==> src/rtl/h_sparse_encoder_pkg.sv <==
// Shared definitions for the sparse H feature format: default geometry,
// derived field widths and the packed word layouts that the SpMM/W*H
// stage reads back from the H_data and node_info BRAMs.
package h_sparse_encoder_pkg;

    localparam int DEF_DATA_WIDTH     = 8;
    localparam int DEF_NUM_FEATURE_IN = 21;
    localparam int DEF_TOTAL_NODES    = 200;
    localparam int DEF_H_DATA_DEPTH   = 2105;
    localparam int DEF_NUM_NODE_WIDTH = 5;

    localparam int COL_IDX_WIDTH    = $clog2(DEF_NUM_FEATURE_IN);
    localparam int ROW_LEN_WIDTH    = $clog2(DEF_NUM_FEATURE_IN);
    localparam int H_DATA_WIDTH     = DEF_DATA_WIDTH + COL_IDX_WIDTH;
    localparam int NODE_INFO_WIDTH  = ROW_LEN_WIDTH + DEF_NUM_NODE_WIDTH + 1;
    localparam int H_DATA_ADDR_W    = $clog2(DEF_H_DATA_DEPTH);
    localparam int NODE_INFO_ADDR_W = $clog2(DEF_TOTAL_NODES);

    // One stored non-zero: value in the MSBs, its dense column below it.
    typedef struct packed {
        logic [DEF_DATA_WIDTH-1:0] value;
        logic [COL_IDX_WIDTH-1:0]  col_idx;
    } h_data_t;

    // One row descriptor.
    typedef struct packed {
        logic [ROW_LEN_WIDTH-1:0]      row_length;
        logic [DEF_NUM_NODE_WIDTH-1:0] num_of_nodes;
        logic                          source_node_flag;
    } node_info_t;

endpackage

==> src/rtl/h_sparse_encoder_if.sv <==
// Feature-stream input and BRAM write-port bundle of the sparse encoder.
// master = feature loader side, slave = encoder side.
interface h_sparse_encoder_if
    import h_sparse_encoder_pkg::*;
#(
    parameter int DATA_WIDTH     = DEF_DATA_WIDTH,
    parameter int NUM_FEATURE_IN = DEF_NUM_FEATURE_IN,
    parameter int TOTAL_NODES    = DEF_TOTAL_NODES,
    parameter int H_DATA_DEPTH   = DEF_H_DATA_DEPTH,
    parameter int NUM_NODE_WIDTH = DEF_NUM_NODE_WIDTH
);
    localparam int COL_W   = $clog2(NUM_FEATURE_IN);
    localparam int LEN_W   = $clog2(NUM_FEATURE_IN);
    localparam int HADDR_W = $clog2(H_DATA_DEPTH);
    localparam int NADDR_W = $clog2(TOTAL_NODES);

    logic                              i_start;
    logic                              i_feat_valid;
    logic [DATA_WIDTH-1:0]             i_feat;
    logic [NUM_NODE_WIDTH-1:0]         i_num_of_nodes;
    logic                              i_source_node_flag;
    logic                              o_feat_ready;
    logic                              o_h_data_we;
    logic [HADDR_W-1:0]                o_h_data_addr;
    logic [DATA_WIDTH+COL_W-1:0]       o_h_data_din;
    logic                              o_node_info_we;
    logic [NADDR_W-1:0]                o_node_info_addr;
    logic [LEN_W+NUM_NODE_WIDTH:0]     o_node_info_din;
    logic                              o_done;
    logic                              o_overflow;

    modport master (
        output i_start, i_feat_valid, i_feat, i_num_of_nodes, i_source_node_flag,
        input  o_feat_ready, o_h_data_we, o_h_data_addr, o_h_data_din,
               o_node_info_we, o_node_info_addr, o_node_info_din, o_done, o_overflow
    );

    modport slave (
        input  i_start, i_feat_valid, i_feat, i_num_of_nodes, i_source_node_flag,
        output o_feat_ready, o_h_data_we, o_h_data_addr, o_h_data_din,
               o_node_info_we, o_node_info_addr, o_node_info_din, o_done, o_overflow
    );

endinterface

==> src/rtl/h_sparse_encoder.sv <==
// Dense row-major feature stream -> sparse H_data / node_info BRAM writes.
// Zeros are dropped, each non-zero becomes {value, col_idx}, and each row
// closes with one {row_length, num_of_nodes, source_node_flag} word.
// All writes are registered one cycle after the element handshake.
module h_sparse_encoder
    import h_sparse_encoder_pkg::*;
#(
    parameter int DATA_WIDTH     = DEF_DATA_WIDTH,
    parameter int NUM_FEATURE_IN = DEF_NUM_FEATURE_IN,
    parameter int TOTAL_NODES    = DEF_TOTAL_NODES,
    parameter int H_DATA_DEPTH   = DEF_H_DATA_DEPTH,
    parameter int NUM_NODE_WIDTH = DEF_NUM_NODE_WIDTH
) (
    input logic               clk,
    input logic               rst,
    h_sparse_encoder_if.slave bus
);
    localparam int COL_W   = $clog2(NUM_FEATURE_IN);
    localparam int LEN_W   = $clog2(NUM_FEATURE_IN);
    localparam int HADDR_W = $clog2(H_DATA_DEPTH);
    localparam int NADDR_W = $clog2(TOTAL_NODES);
    // The pointer must be able to hold H_DATA_DEPTH itself to detect "full".
    localparam int PTR_W   = $clog2(H_DATA_DEPTH + 1);

    typedef enum logic [1:0] {S_IDLE, S_RUN, S_DONE} state_t;

    state_t                    state, state_nxt;
    logic [COL_W-1:0]          col_cnt;
    logic [NADDR_W-1:0]        row_idx;
    logic [PTR_W-1:0]          data_ptr;
    logic [LEN_W-1:0]          nz_cnt;
    logic [NUM_NODE_WIDTH-1:0] num_nodes_q;
    logic                      flag_q;

    logic                      hs, start_ok, is_nz, first_col, last_col, last_row, full;
    logic                      len_wrap;
    logic [LEN_W-1:0]          row_len;
    logic [NUM_NODE_WIDTH-1:0] num_nodes_row;
    logic                      flag_row;

    assign bus.o_feat_ready = (state == S_RUN);

    // Per-cycle decode of the handshake and the counter boundaries.
    always_comb begin
        hs        = (state == S_RUN) && bus.i_feat_valid;
        start_ok  = ((state == S_IDLE) || (state == S_DONE)) && bus.i_start;
        is_nz     = (bus.i_feat != '0);
        first_col = (col_cnt == '0);
        last_col  = (col_cnt == COL_W'(NUM_FEATURE_IN - 1));
        last_row  = (row_idx == NADDR_W'(TOTAL_NODES - 1));
        full      = (data_ptr == PTR_W'(H_DATA_DEPTH));
        // Row length including the element being accepted; wraps naturally.
        row_len   = nz_cnt + LEN_W'(is_nz);
        len_wrap  = is_nz && (nz_cnt == '1);
        // A one-column row must use the metadata presented with that element.
        num_nodes_row = first_col ? bus.i_num_of_nodes     : num_nodes_q;
        flag_row      = first_col ? bus.i_source_node_flag : flag_q;
    end

    // Frame sequencing: start a frame, run until the last row closes, wait.
    always_comb begin
        // NOTE: default assigned first so no path through the case infers a latch.
        state_nxt = state;
        unique case (state)
            S_IDLE:  if (bus.i_start) state_nxt = S_RUN;
            S_RUN:   if (hs && last_col && last_row) state_nxt = S_DONE;
            S_DONE:  if (bus.i_start) state_nxt = S_RUN;
            default: state_nxt = S_IDLE;
        endcase
    end

    // State register.
    always_ff @(posedge clk) begin
        // NOTE: non-blocking so every register in the design samples pre-edge values.
        if (rst) state <= S_IDLE;
        else     state <= state_nxt;
    end

    // Counters, row metadata latch and registered BRAM write ports.
    always_ff @(posedge clk) begin
        if (rst) begin
            col_cnt              <= '0;
            row_idx              <= '0;
            data_ptr             <= '0;
            nz_cnt               <= '0;
            num_nodes_q          <= '0;
            flag_q               <= 1'b0;
            bus.o_h_data_we      <= 1'b0;
            bus.o_h_data_addr    <= '0;
            bus.o_h_data_din     <= '0;
            bus.o_node_info_we   <= 1'b0;
            bus.o_node_info_addr <= '0;
            bus.o_node_info_din  <= '0;
            bus.o_done           <= 1'b0;
            bus.o_overflow       <= 1'b0;
        end else begin
            bus.o_h_data_we    <= 1'b0;
            bus.o_node_info_we <= 1'b0;
            // Raised one cycle after the last node_info write, held until restart.
            bus.o_done         <= (state == S_DONE) && !bus.i_start;

            if (start_ok) begin
                col_cnt        <= '0;
                row_idx        <= '0;
                data_ptr       <= '0;
                nz_cnt         <= '0;
                bus.o_overflow <= 1'b0;
            end else if (hs) begin
                if (first_col) begin
                    num_nodes_q <= bus.i_num_of_nodes;
                    flag_q      <= bus.i_source_node_flag;
                end

                if (is_nz) begin
                    if (full) begin
                        // Capacity exhausted: drop the word but keep counting it.
                        bus.o_overflow <= 1'b1;
                    end else begin
                        bus.o_h_data_we   <= 1'b1;
                        bus.o_h_data_addr <= HADDR_W'(data_ptr);
                        bus.o_h_data_din  <= {bus.i_feat, col_cnt};
                        data_ptr          <= data_ptr + PTR_W'(1);
                    end
                end

                if (len_wrap) bus.o_overflow <= 1'b1;

                if (last_col) begin
                    bus.o_node_info_we   <= 1'b1;
                    bus.o_node_info_addr <= row_idx;
                    bus.o_node_info_din  <= {row_len, num_nodes_row, flag_row};
                    col_cnt              <= '0;
                    nz_cnt               <= '0;
                    row_idx              <= last_row ? '0 : row_idx + NADDR_W'(1);
                end else begin
                    col_cnt <= col_cnt + COL_W'(1);
                    nz_cnt  <= row_len;
                end
            end
        end
    end

endmodule

==> src/flat_wrapper.sv <==
// flat-port wrapper written by rule: the top's interface ports become plain ports
module h_sparse_encoder_flat import h_sparse_encoder_pkg::*;
#(
    parameter int DATA_WIDTH     = DEF_DATA_WIDTH,
    parameter int NUM_FEATURE_IN = DEF_NUM_FEATURE_IN,
    parameter int TOTAL_NODES    = DEF_TOTAL_NODES,
    parameter int H_DATA_DEPTH   = DEF_H_DATA_DEPTH,
    parameter int NUM_NODE_WIDTH = DEF_NUM_NODE_WIDTH
)
  (clk, rst, bus_i_start, bus_i_feat_valid, bus_i_feat, bus_i_num_of_nodes, bus_i_source_node_flag, bus_o_feat_ready, bus_o_h_data_we, bus_o_h_data_addr, bus_o_h_data_din, bus_o_node_info_we, bus_o_node_info_addr, bus_o_node_info_din, bus_o_done, bus_o_overflow);
  h_sparse_encoder_if #(.DATA_WIDTH(DATA_WIDTH), .NUM_FEATURE_IN(NUM_FEATURE_IN), .TOTAL_NODES(TOTAL_NODES), .H_DATA_DEPTH(H_DATA_DEPTH), .NUM_NODE_WIDTH(NUM_NODE_WIDTH)) bus_i ();
  input logic clk;
  input logic rst;
  input wire logic [$bits(bus_i.i_start)-1:0] bus_i_start;
  input wire logic [$bits(bus_i.i_feat_valid)-1:0] bus_i_feat_valid;
  input wire logic [$bits(bus_i.i_feat)-1:0] bus_i_feat;
  input wire logic [$bits(bus_i.i_num_of_nodes)-1:0] bus_i_num_of_nodes;
  input wire logic [$bits(bus_i.i_source_node_flag)-1:0] bus_i_source_node_flag;
  output wire logic [$bits(bus_i.o_feat_ready)-1:0] bus_o_feat_ready;
  output wire logic [$bits(bus_i.o_h_data_we)-1:0] bus_o_h_data_we;
  output wire logic [$bits(bus_i.o_h_data_addr)-1:0] bus_o_h_data_addr;
  output wire logic [$bits(bus_i.o_h_data_din)-1:0] bus_o_h_data_din;
  output wire logic [$bits(bus_i.o_node_info_we)-1:0] bus_o_node_info_we;
  output wire logic [$bits(bus_i.o_node_info_addr)-1:0] bus_o_node_info_addr;
  output wire logic [$bits(bus_i.o_node_info_din)-1:0] bus_o_node_info_din;
  output wire logic [$bits(bus_i.o_done)-1:0] bus_o_done;
  output wire logic [$bits(bus_i.o_overflow)-1:0] bus_o_overflow;
  assign bus_i.i_start = bus_i_start;
  assign bus_i.i_feat_valid = bus_i_feat_valid;
  assign bus_i.i_feat = bus_i_feat;
  assign bus_i.i_num_of_nodes = bus_i_num_of_nodes;
  assign bus_i.i_source_node_flag = bus_i_source_node_flag;
  assign bus_o_feat_ready = bus_i.o_feat_ready;
  assign bus_o_h_data_we = bus_i.o_h_data_we;
  assign bus_o_h_data_addr = bus_i.o_h_data_addr;
  assign bus_o_h_data_din = bus_i.o_h_data_din;
  assign bus_o_node_info_we = bus_i.o_node_info_we;
  assign bus_o_node_info_addr = bus_i.o_node_info_addr;
  assign bus_o_node_info_din = bus_i.o_node_info_din;
  assign bus_o_done = bus_i.o_done;
  assign bus_o_overflow = bus_i.o_overflow;
  h_sparse_encoder #(.DATA_WIDTH(DATA_WIDTH), .NUM_FEATURE_IN(NUM_FEATURE_IN), .TOTAL_NODES(TOTAL_NODES), .H_DATA_DEPTH(H_DATA_DEPTH), .NUM_NODE_WIDTH(NUM_NODE_WIDTH)) u_core (.clk(clk), .rst(rst), .bus(bus_i));
endmodule
==> config.mk <==
export PLATFORM = sky130hd
export DESIGN_NAME = h_sparse_encoder_flat
export DESIGN_NICKNAME = d
export VERILOG_FILES = /design/src/rtl/h_sparse_encoder_pkg.sv /design/src/rtl/h_sparse_encoder_if.sv /design/src/rtl/h_sparse_encoder.sv /design/src/flat_wrapper.sv
export SDC_FILE = /design/constraint.sdc
export NUM_CORES = 1
export LEC_CHECK = 0
export ABC_AREA = 1
export CAP_MARGIN = 0
export CORE_MARGIN = 2
export CORE_UTILIZATION = 53
export CTS_BUF_LIST = sky130_fd_sc_hd__clkbuf_4 sky130_fd_sc_hd__clkbuf_8 sky130_fd_sc_hd__clkbuf_16
export CTS_CLUSTER_DIAMETER = 120
export CTS_CLUSTER_SIZE = 12
export DETAILED_ROUTE_END_ITERATION = 8
export GPL_ROUTABILITY_DRIVEN = 0
export PLACE_DENSITY = 0.8
export SLEW_MARGIN = 20
export SYNTH_ARGS = -nofsm -noshare
export SYNTH_HDL_FRONTEND = slang
export SYNTH_SLANG_ARGS = --single-unit
==> constraint.sdc <==
create_clock -name clk -period 2.06 [get_ports clk]
set_input_delay 0.206 -clock clk [delete_from_list [all_inputs] [get_ports clk]]
set_output_delay 0.206 -clock clk [all_outputs]
set_load 0.02 [all_outputs]
==> out/metrics.cfg, run 1 <==
[run_status]
status = completed

[detailed_routing]
drc = 0
routed_wl_um = 8200
drtIter0Drc = 162
viasPerCell = 4.95
ant_nets = 0
wl_per_cell_um = 11.8
drt_first_pass_iters = 4
vias = 3428

[worst_hold_path]
hold_path_end = u_core.bus.o_overflow$_SDFFE_PP0P_
hp-class = flip-flop to flip-flop
hold_path_depth = 2
hold_path.startpoint = u_core.bus.o_overflow$_SDFFE_PP0P_

[synth]
yosysWarnings = 0
ys_ff_latch = 86
async_flop_share_pct = 0
avgSynthCellArea_um2 = 7.33
synth_edf_count = 0
synth.distinct_cells = 29
ys_seq_area_share_pct = 44.9
syn-cell-area_um2 = 3830
netlist_instances = 523
synthesis.nets = 548
ys.flop_type = dfxtp_1

[layout]
fillers = 657
layout_commonest_cell = nor2_1
drive_gt1_share_pct = 7.74
final_nets = 614
final_util_pct = 67.1
antenna_cells = 0
final_cell_mix = nor2_1 (123), nand2_1 (88), dfxtp_1 (86), clkdlybuf4s50_1 (66), o21ai_0 (55)
syn2layout_area_growth_pct = 24.9

[sta]
fin_hold_ws_ns = 0.458
setup_viol = 0
finalHoldViolCount = 0
rsz0062_at_grt = false
clock.fmax_mhz = 559
skew_ns = 0.00912
post-route-min-period_ns = 1.79
drv_slew = 0
max-slew-margin-rel_pct = 68.8
timing.final.crit_share_pct = 86.8
setup_tns_ns = 0
worst_pin_slew_ns = 0.466

[floorplan]
core_area_um2 = 7140
row_count = 31
io_pins = 67
start_util_pct = 53.7
dieArea_um2 = 7930
die_width_um = 89.1
die_y_um = 89.1

[pwr]
clockPowerShare_pct = 37.9
worst_ir_drop_vdd_mv = 0.356
pwr_density_cell_nw_per_um2 = 694
switching_share_pct = 24.3
seq_power_share_pct = 52.1
p_int_w = 0.00251
p_sw_w = 0.000807
power_frac_comb_pct = 10.0
p_leak_nw = 1.88

[worst_setup_path]
crit_arrival_ns = 2.08
worstSetupEndpointType = flip-flop
rrSetupSlack_ns = 0.32
rr_startpoint = u_core.col_cnt[0]$_SDFFE_PP0P_
crit_type = input port to flip-flop
r2r_cells = 8
cp.required_ns = 2.35
path_max_fanout = 2
r2r-end = u_core.row_idx[5]$_SDFFE_PP0P_
critPathLaunchType = input port

[clocking]
holdBufCountCts = 0
tritoncts = built
cts.path.max_buffers = 2
htree_num_levels = 3
cts_buffers = 9
cts_resized = 0
worstSkewPairLatency_ns = 0.35
cts.sinks = 86
cts-root-buf = clkbuf_8
post_cts_buffers = 0
path_clk_slew_ns = 0.08

[grt]
overflow = 0
first_global_vias = 3206
grt_max_degree = 51
globalRouteTotalUtil_pct = 22.2
grt_pass1_wl_um = 13900
antenna_found_initial = 0

[place]
io_buffers = 66
dp_hpwl_um = 5820

[run]
drv_cap = 0

[cells by family (layout without fill, tap and decap cells)]
kind of cell | count (synthesis) | after routing | share of synthesized area (%)
AND/OR/NAND/NOR | 259 | 259 | 29.0
buffers and inverters | 66 | 137 | 8.09
flip-flops | 86 | 86 | 44.9
AO/OA/AOI/OAI | 95 | 95 | 13.4
XOR/XNOR | 10 | 10 | 2.28
adder cells (fa/ha/maj) | 7 | 7 | 2.28
[cell usage after synthesis, types with 7 or more instances]
cell	number	area, um^2
nand3_1	20	100
buf_2	7	35.0
inv_1	43	161
o21ai_0	55	275
nor2_1	123	462
ha_1	7	87.6
nand2_1	88	330
xor2_1	7	61.3
dfxtp_1	86	1720
a21oi_1	21	105
nor3_1	8	40.0
o21bai_1	7	52.6
nand4_1	7	43.8
[metal layers]
layer / wire [um] / up-vias / track usage (%) / share of wire (%)
li1: - / 1794 / - / -
met1: 3720 / 1570 / 26.1 / 45
met2: 4140 / 55 / 39.7 / 50
met3: 243 / 9 / 5.45 / 3.0
met4: 94 / 0 / 7.06 / 1.1
met5: 0 / - / 0 / 0
[power groups by stage]
stage               clock network [W]  logic [W]  registers, W
floorplan                           0   0.000163       0.00181
global route                  0.00136   0.000368       0.00174
global placement                    0   0.000328       0.00177
CTS                           0.00129   0.000334       0.00173
detailed placement                  0   0.000334       0.00177
finish                        0.00126   0.000331       0.00173
[final cells by class]
| cell class | count | area, um^2 | area share, % |
|---|---|---|---|
| Sequential cell | 86 | 1720 | 36.0 |
| Inverter | 44 | 165 | 3.45 |
| Timing Repair Buffer | 77 | 756 | 15.8 |
| Clock inverter | 4 | 53.8 | 1.12 |
| Tap cell | 99 | 124 | 2.59 |
| Multi-Input combinational cell | 371 | 1800 | 37.6 |
| Clock buffer | 12 | 165 | 3.45 |
[registers in the layout, indices dropped and copies added, names as in the netlist]
register	count
u_core.bus.o_done	1
u_core.bus.o_h_data_addr	12
u_core.bus.o_h_data_din	13
u_core.bus.o_h_data_we	1
u_core.bus.o_node_info_addr	8
u_core.bus.o_node_info_din	11
u_core.bus.o_node_info_we	1
u_core.bus.o_overflow	1
u_core.col_cnt	5
u_core.data_ptr	12
u_core.flag_q	1
u_core.num_nodes_q	5
u_core.nz_cnt	5
u_core.row_idx	8
u_core.state	2
[worst max path at each step]
stage                                     from  cells after the start                                          end
2_1_floorplan  u_core.data_ptr[0]$_SDFFE_PP0P_                      9     u_core.bus.o_h_data_addr[1]$_SDFFE_PP0P_
3_3_place_gp                     bus_i_feat[6]                     11                u_core.nz_cnt[4]$_SDFFE_PP0P_
3_5_place_dp                     bus_i_feat[4]                     11                u_core.nz_cnt[4]$_SDFFE_PP0P_
4_1_cts                          bus_i_feat[4]                     11                u_core.nz_cnt[4]$_SDFFE_PP0P_
5_1_grt                          bus_i_feat[6]                     11  u_core.bus.o_node_info_din[10]$_SDFFE_PP0P_
6_report                         bus_i_feat[6]                     11                u_core.nz_cnt[4]$_SDFFE_PP0P_
[worst max-delay path, cell delays in order]
cell	delay, ns
clkdlybuf4s50_1	0.43
nor2_1	0.11
nand2_1	0.07
nor2_1	0.30
inv_1	0.09
ha_1	0.22
ha_1	0.21
nand3_1	0.11
xnor2_1	0.14
nand2_1	0.08
a21oi_1	0.11
[stage by stage]
step           cell area, um^2  cells  total power (W)  worst slack [ns]
6_report                  4790    693          0.00332             0.271
5_1_grt                   4790    693          0.00347             0.156
4_1_cts                   4790    693          0.00335             0.269
3_5_place_dp              4570    677          0.00210           -0.0960
3_3_place_gp              4570    677          0.00210           -0.0402
2_1_floorplan             3830    523          0.00197             0.572
Power figures use the tool's default switching activity.
==> inputs of run 2 (changes only) <==
CORE_UTILIZATION = 47   (was 53)
CTS_CLUSTER_DIAMETER = default   (was 120)
PLACE_DENSITY = 0.75   (was 0.8)
clock period = 1.4 ns   (was 2.06 ns; I/O delays follow)
==> run 2 against run 1 <==
Net effect:
- the flow now finishes with violations (setup timing)
- sequential share of layout area is 6.4 points lower
- sequential power is 49% higher
- via count is 17% higher
- routed wire length is 50% higher
- clock skew is 0.0016 ns lower
- clock power is 43% higher
- critical path depth is 2 lower
- critical path type is now flip-flop to flip-flop
- largest power group unchanged
==> out/metrics.cfg, run 2 (synthesis gave the netlist of run 1 again) <==
[layout]
fillers = 525
largest_reg_flops = 13
syn2layout_area_growth_pct = 52.6
multi_input_area_um2 = 2370
top_regs = u_core.bus.o_h_data_din (13), u_core.bus.o_h_data_addr (12), u_core.data_ptr (12)
final_cell_mix = nor2_1 (87), dfxtp_1 (80), nand2_1 (70), dlygate4sd2_1 (54), buf_4 (39)
regMostFlops = u_core.bus.o_h_data_din
layout_commonest_cell = nor2_1
drive_gt1_share_pct = 30.0
final_nets = 670
seqCellArea_um2 = 1730
antenna_cells = 0

[grt]
grt_max_degree = 51
grt_pass1_wl_um = 16300
antenna_found_initial = 0
first_global_vias = 3617
globalRouteTotalUtil_pct = 22.8
overflow = 0

[worst_setup_path]
cp.depth = 9
worstSetupEndpointType = flip-flop
path_max_fanout = 9
r2r_cells = 9
crit_arrival_ns = 1.90
path_cells = ha_4 > nand2_4 > nor2_4 > buf_6 > nand3_4 > buf_6 > nand2_8 > nand2_1 > a21oi_2
crit_type = flip-flop to flip-flop
cpLargestDelayFamily = simple AND/OR/NAND/NOR gates
crit_buf_inv = 2
critPathLaunchType = flip-flop
cpMostUsedCell = buf_6
slowest_delay_ns = 0.39
cp_slowest_cell = dfxtp_2
cp.required_ns = 1.68

[clocking]
cts.path.max_buffers = 2
cts_buffers = 9
tritoncts = built
worstSkewPairLatency_ns = 0.36
htree_num_levels = 3
cts-root-buf = clkbuf_8
cts.sinks = 86
path_clk_slew_ns = 0.09
holdBufCountCts = 0

[detailed_routing]
drc = 0
viasPerCell = 5.35
drtIter0Drc = 237
routed_wl_um = 12300
drt_first_pass_iters = 5
wl_per_cell_um = 16.4
vias = 4019
ant_nets = 0

[sta]
timing.final.crit_share_pct = 116
clock.fmax_mhz = 617
finalHoldViolCount = 0
post-route-min-period_ns = 1.62
skew_ns = 0.00751
setup_viol = 70
max-slew-margin-rel_pct = 78.2
fin_hold_ws_ns = 0.176
worst_pin_slew_ns = 0.326
rsz0062_at_grt = true
drv_slew = 0
setup_slack_ns = -0.222

[pwr]
pwr_density_cell_nw_per_um2 = 869
switching_share_pct = 26.5
p_int_w = 0.00374
seq_power_share_pct = 50.5
p_sw_w = 0.00135
worst_ir_drop_vdd_mv = 0.551
power_frac_comb_pct = 14.1
p_leak_nw = 2.60
clockPowerShare_pct = 35.3

[floorplan]
core_area_um2 = 7810
start_util_pct = 49.1
die_width_um = 94.3
dieArea_um2 = 8900
row_count = 32
io_pins = 67
die_y_um = 94.3

[place]
io_buffers = 66
dp_hpwl_um = 6440
post-place-ws_ns = -0.557

[run_status]
failed_checks = setup timing
status = complete, but fails checks

[worst_hold_path]
hp-class = input port to flip-flop
hold_path_depth = 3

[run]
drv_cap = 0

## run 2: repair_timing
item | CTS | global route
setup buffers | 7 | 12
pin swaps | 17 | 45
gates cloned | 1 | 8
setup endpoints to repair | 114 | 81
gates resized for setup | 95 | 147
## run 2: worst register-to-register path, cell delays in order (launching register included)
cell and delay, ns:
dfxtp_2 0.39, ha_4 0.16, nand2_4 0.05, nor2_4 0.14, buf_6 0.12, nand3_4 0.14
buf_6 0.18, nand2_8 0.09, nand2_1 0.09, a21oi_2 0.20
## run 2: power by group through the flow
stage | registers, W | logic [W] | clock network (W)
6_report | 0.00257 | 0.000719 | 0.00180
5_1_grt | 0.00258 | 0.000766 | 0.00191
4_1_cts | 0.00254 | 0.000513 | 0.00180
3_5_place_dp | 0.00260 | 0.000530 | 0
3_3_place_gp | 0.00260 | 0.000518 | 0
2_1_floorplan | 0.00266 | 0.000239 | 0
## run 2: layout make-up
cell class	count	area share [%]
Clock buffer	12	2.61
Clock inverter	3	0.770
Inverter	44	2.87
Multi-Input combinational cell	376	40.5
Sequential cell	86	29.5
Tap cell	102	2.18
Timing Repair Buffer	128	21.5
## run 2: final timing paths
path	start	slack [ns]	endpoint
worst max-delay path	u_core.data_ptr[0]$_SDFFE_PP0P_	-0.22	u_core.data_ptr[7]$_SDFFE_PP0P_
worst min-delay path	bus_i_feat[5]	0.18	u_core.bus.o_h_data_din[10]$_SDFFE_PP0P_
worst max register to register	u_core.data_ptr[0]$_SDFFE_PP0P_	-0.22	u_core.data_ptr[7]$_SDFFE_PP0P_
worst min register to register	u_core.bus.o_overflow$_SDFFE_PP0P_	0.45	u_core.bus.o_overflow$_SDFFE_PP0P_
## run 2: through the flow
step,instances,TNS (ns),power [W],util [%],cell area (um^2)
after detailed placement,710,-17.84,0.00313,62.0,4840
after global placement,710,-16.32,0.00312,62.0,4840
after global routing,751,-10.93,0.00525,75.0,5850
after floorplan,523,0,0.00290,-,3840
after CTS,733,-0.198,0.00486,66.1,5160
final,751,-6.29,0.00509,75.0,5850
## run 2: per-layer routing
| layer | wire [um] | track usage [%] | part of all wire [%] | vias to the layer above |
|---|---|---|---|---|
| met5 | 0 | 0 | 0 | - |
| met4 | 610 | 9.54 | 5.0 | 0 |
| met3 | 667 | 4.41 | 5.4 | 59 |
| met2 | 6260 | 39.6 | 51 | 157 |
| met1 | 4750 | 27.5 | 39 | 1886 |
| li1 | - | - | - | 1917 |
